<file path="src/rtl/basys_pkg.sv">
// rtl/basys_pkg.sv - shared switch-select constants and debounce state type
package basys_pkg;

    localparam int NUM_SW = 15;
    localparam int IDX_W  = 4;

    typedef enum logic [0:0] {
        ST_STABLE   = 1'b0,
        ST_SETTLING = 1'b1
    } db_state_t;

endpackage

</file>
<file path="src/rtl/onehot_idx_enc.sv">
// rtl/onehot_idx_enc.sv - one-hot switch vector to register index encoder
module onehot_idx_enc
    import basys_pkg::*;
(
    input  logic [NUM_SW-1:0] vec,
    output logic [IDX_W-1:0]  idx,
    output logic              valid
);

    logic [IDX_W-1:0] pos;

    always_comb begin
        pos   = '0;
        valid = 1'b0;
        for (int i = 0; i < NUM_SW; i++) begin
            if (vec[i]) begin
                pos = IDX_W'(i);
            end
        end
        // Exactly one bit set: nonzero and clearing the lowest set bit leaves nothing
        valid = (vec != '0) && ((vec & (vec - NUM_SW'(1))) == '0);
        idx   = valid ? pos : '0;
    end

endmodule

</file>
<file path="src/rtl/sw_select_debounce.sv">
// rtl/sw_select_debounce.sv - synchronized, debounced switch vector to register index
module sw_select_debounce
    import basys_pkg::*;
#(
    parameter int DB_CYCLES = 16
) (
    input  logic              clk,
    input  logic              reset,
    input  logic [NUM_SW-1:0] sw,
    output logic [IDX_W-1:0]  reg_idx,
    output logic              idx_valid,
    output logic              idx_changed,
    output logic              busy
);

    localparam int CNT_W = $clog2(DB_CYCLES);
    localparam logic [CNT_W-1:0] CNT_LAST = CNT_W'(DB_CYCLES - 1);

    logic [NUM_SW-1:0] sync1;
    logic [NUM_SW-1:0] sync2;
    logic [NUM_SW-1:0] candidate;
    logic [NUM_SW-1:0] accepted;
    logic [CNT_W-1:0]  count;
    db_state_t         state;

    logic [IDX_W-1:0]  enc_idx;
    logic              enc_valid;

    onehot_idx_enc u_enc (
        .vec   (candidate),
        .idx   (enc_idx),
        .valid (enc_valid)
    );

    always_ff @(posedge clk) begin
        if (reset) begin
            sync1       <= '0;
            sync2       <= '0;
            candidate   <= '0;
            accepted    <= '0;
            count       <= '0;
            state       <= ST_STABLE;
            reg_idx     <= '0;
            idx_valid   <= 1'b0;
            idx_changed <= 1'b0;
            busy        <= 1'b0;
        end else begin
            sync1       <= sw;
            sync2       <= sync1;
            idx_changed <= 1'b0;
            case (state)
                ST_STABLE: begin
                    if (sync2 != accepted) begin
                        candidate <= sync2;
                        count     <= '0;
                        state     <= ST_SETTLING;
                        busy      <= 1'b1;
                    end
                end
                ST_SETTLING: begin
                    if (sync2 == candidate) begin
                        if (count == CNT_LAST) begin
                            accepted    <= candidate;
                            count       <= '0;
                            state       <= ST_STABLE;
                            busy        <= 1'b0;
                            reg_idx     <= enc_idx;
                            idx_valid   <= enc_valid;
                            idx_changed <= ({enc_idx, enc_valid} != {reg_idx, idx_valid});
                        end else begin
                            count <= count + CNT_W'(1);
                        end
                    end else if (sync2 == accepted) begin
                        // Input bounced back to the committed value: drop the attempt
                        count <= '0;
                        state <= ST_STABLE;
                        busy  <= 1'b0;
                    end else begin
                        candidate <= sync2;
                        count     <= '0;
                    end
                end
                default: begin
                    state <= ST_STABLE;
                    busy  <= 1'b0;
                end
            endcase
        end
    end

endmodule

</file>
<file path="config.mk">
export PLATFORM = sky130hd
export DESIGN_NAME = sw_select_debounce
export DESIGN_NICKNAME = d
export VERILOG_FILES = /design/src/rtl/basys_pkg.sv /design/src/rtl/onehot_idx_enc.sv /design/src/rtl/sw_select_debounce.sv
export SDC_FILE = /design/constraint.sdc
export NUM_CORES = 1
export LEC_CHECK = 0
export CAP_MARGIN = 20
export CORE_UTILIZATION = 34
export DETAILED_ROUTE_END_ITERATION = 12
export GPL_ROUTABILITY_DRIVEN = 0
export PLACE_DENSITY_LB_ADDON = 0.2
export SLEW_MARGIN = 20
export SYNTH_ARGS = -nofsm -noshare
export SYNTH_HDL_FRONTEND = slang
export SYNTH_SLANG_ARGS = --single-unit
</file>
<file path="constraint.sdc">
create_clock -name clk -period 2.4 [get_ports clk]
set_input_delay 0.48 -clock clk [delete_from_list [all_inputs] [get_ports clk]]
set_output_delay 0.48 -clock clk [all_outputs]
set_load 0.02 [all_outputs]
</file>
==> flow_summary_export.csv <==
group,metric,value,unit
grt,grt_overflow_total,0,
yosys,yosysSeqAreaShare,46.68,%
run,drv_cap,0,
yosys,yosys_warnings,0,
finish,drive_gt1_share,10.96,%
grt,antenna_found_initial,0,
yosys,ys.flop_type,"dfxtp_1",
detailed_routing,viasPerCell,4.757,
grt,grt_pass1_wl,9949,um
critical_path,crit_chain,"or4_4, nand2b_4, or3_4, a2111oi_4, nand2_2, or3_1, a21oi_1",
critical_path,cp_data_arrival_time,2.68,ns
detailed_routing,ant_nets,0,
run_status,violations,"setup timing",
critical_path,regToRegStartpoint,"candidate[0]",
finish,layout.nets,388,
clock_network,path_clk_slew,0.07,ns
detailed_routing,dr_total_vias,2293,
timing,setup_tns,-0.01372,ns
yosys,synth_area_leaders,"dfxtp_1 47%, xnor2_1 7.9%, nor2b_1 6.5%",
critical_path,cp-endpoint,"reg_idx[0]",
timing,slew_headroom,56.88,%
pwr,leakage,0.001385,uW
clock_network,clockBufferDepth,2,
detailed_routing,totalWireLength,6003,um
grt,grt_max_degree,47,
timing,drv_slew,0,
critical_path,startpoint_type,"flop",
yosys,ys_top_cells_by_count,"72 x dfxtp_1, 40 x nand2_1, 32 x nor2b_1",
clock_network,tritoncts,"built",
run_status,outcome,"finished, violations left",
critical_path,timing.rr.end,"reg_idx[0]",
grt,grt_usage,13.32,%
die,start_util,35.24,%
grt,grt_pass1_vias,2026,
clock_network,cts_root_buffer,"clkbuf_8",
finish,final_util,42.13,%
pwr,p_per_area,683.0,mW/mm^2
clock_network,clk_latency,0.34,ns
clock_network,cts_sinks,72,
yosys,synth.distinct_cells,38,
timing,rsz0062_at_grt,"true",
yosys,synth_edf_count,0,
finish,n_antenna_cell,0,
pwr,clockPowerShare,37.4,%
yosys,avgSynthCellArea,8.899,um^2
die,die_x,97.30,um
die,die_y,97.30,um
critical_path,rrSetupSlack,-0.01,ns
critical_path,crit_required,2.67,ns
placed_design,pre_cts_slack,-0.02011,ns
placed_design,numPortBuffers,23,
yosys,synth_most_common_cell,"dfxtp_1",
timing,skew,0.008667,ns
yosys,syn_inst,347,
worst_hold_path,hp-class,"flop to flop",
pwr,pwr-share-seq,50.3,%
yosys,synth-async-reset-ratio,0,%
pwr,intPower,1901,uW
timing,period_needed,2.412,ns
detailed_routing,drt_first_pass_iters,4,
timing,setup_ws,-0.01188,ns
detailed_routing,drt_iter0_markers,67,
critical_path,slowest_delay,0.55,ns
yosys,ys_ff_latch,72,
pwr,p_switching,621.1,uW
finish,fin_cells,482,
critical_path,ff2ff_path_depth,7,
critical_path,worstSetupEndpointType,"flop",
placed_design,dp_cells,465,
placed_design,dp_hpwl,4197,um
clock_network,cts_max_level,3,
timing,finalCritPeriodShare,100.5,%
timing,finalHoldViolCount,0,
clock_network,holdBufCountCts,0,
yosys,syn_area,0.003088,mm^2
yosys,yosys.area.top_type,"dfxtp_1",
detailed_routing,wl_per_cell,12.45,um
critical_path,critPathSlowestCell,"or4_4",
die,rows,34,
pwr,p_comb_share,12.4,%
pwr,swShare,24.63,%
timing,fmax,414.6,MHz
die,io_pins,24,
finish,syn2layout_area_growth,19.57,%
critical_path,crit_type,"flop to flop",
critical_path,critPathLaunch,"candidate[0]",
timing,setup-violations-final,2,
clock_network,cts_made_buffers,9,
die,core,0.008763,mm^2
pwr,vdd_ir_drop_max,0.0003123,V
critical_path,cp_max_fo,5,
timing,worst_pin_slew,0.6409,ns
detailed_routing,drc,0,
yosys,yosys.area.top_type_share,46.68,%
yosys,syn-num-nets,365,
die,fp.dieArea,0.009467,mm^2
kinds of logic (layout without fill, tap and decap cells):
kind of cell	after synthesis	after routing	share of synthesized area, %
compound gates	49	49	9.603
xor+xnor	33	33	9.360
fa+ha+maj	2	2	0.7293
buf+inv	31	58	4.052
flops	72	72	46.68
mux	15	15	4.862
simple gates	145	145	24.72
through the flow:
step	instance area (um^2)	hold WS (ns)	total power, uW
after floorplan	3088	0.4138	1504
after global placement	3468	0.4167	1586
after detailed placement	3468	0.4204	1590
after CTS	3672	0.4379	2544
after global routing	3692	0.4609	2644
final	3692	0.4358	2522
layout make-up:
| class | instances | area (um^2) |
|---|---|---|
| Sequential cell | 72 | 1443 |
| Inverter | 4 | 15.01 |
| Fill cell | 901 | 5071 |
| Clock buffer | 11 | 141.4 |
| Clock inverter | 4 | 55.05 |
| Tap cell | 108 | 135.1 |
| Timing Repair Buffer | 39 | 374.1 |
| Multi-Input combinational cell | 244 | 1529 |
worst max-delay path: cells and delay by family, from the launching register on:
family	cells	cell delay, ns
and+or+nand+nor	5	1.55
DFF	1	0.31
AOI/OAI and AO/OA	2	0.48
worst min-delay path by stage:
stage,slack [ns],from,to,depth (start not counted)
after CTS,0.44,sync1[14],sync2[14],1
after global routing,0.46,sync1[1],sync2[1],1
after global placement,0.42,sync1[4],sync2[4],1
after detailed placement,0.42,sync1[14],sync2[14],1
after floorplan,0.41,sync1[0],sync2[0],1
final,0.44,sync1[14],sync2[14],1
cell usage in the layout, fill, tap and decap left out, drive strengths merged, types with 9 or more instances in the layout:
cell	netlist	routed
o21ai	9	9
nor4	9	9
mux2i	15	15
nand4	10	10
dfxtp	72	72
a21oi	29	29
nor2	29	29
clkdlybuf4s50	0	22
clkbuf	24	11
nor2b	32	32
buf	3	17
xnor2	28	28
nand2	41	41
state kept, by name, indices dropped and copies added, names as in the netlist:
| signal | count |
|---|---|
| sync2 | 15 |
| sync1 | 15 |
| candidate | 15 |
| accepted | 15 |
| idx_changed | 1 |
| idx_valid | 1 |
| reg_idx | 4 |
| count | 4 |
| busy | 1 |
| state | 1 |
power by group through the flow:
stage / sequential [uW] / combinational (uW) / clock (uW)
after CTS: 1270 / 302 / 976
after global routing: 1270 / 343 / 1030
after floorplan: 1280 / 226 / 0
after detailed placement: 1300 / 294 / 0
after global placement: 1290 / 292 / 0
final: 1270 / 312 / 942
routing by layer:
layer | track usage, % | vias up | part of all wire [%]
li1 | - | 1210 | -
met1 | 17.62 | 1033 | 50
met2 | 20.48 | 41 | 45
met3 | 2.590 | 9 | 2.8
met4 | 7.127 | 0 | 2.0
met5 | 0 | - | 0
what timing repair did:
action / in CTS / in global routing
pin swaps: 0 / 2
setup endpoints to repair: 3 / 3
buffers inserted: 1 / 1
gates resized for setup: 0 / 4
No activity file was read; power rests on OpenSTA's default activity.
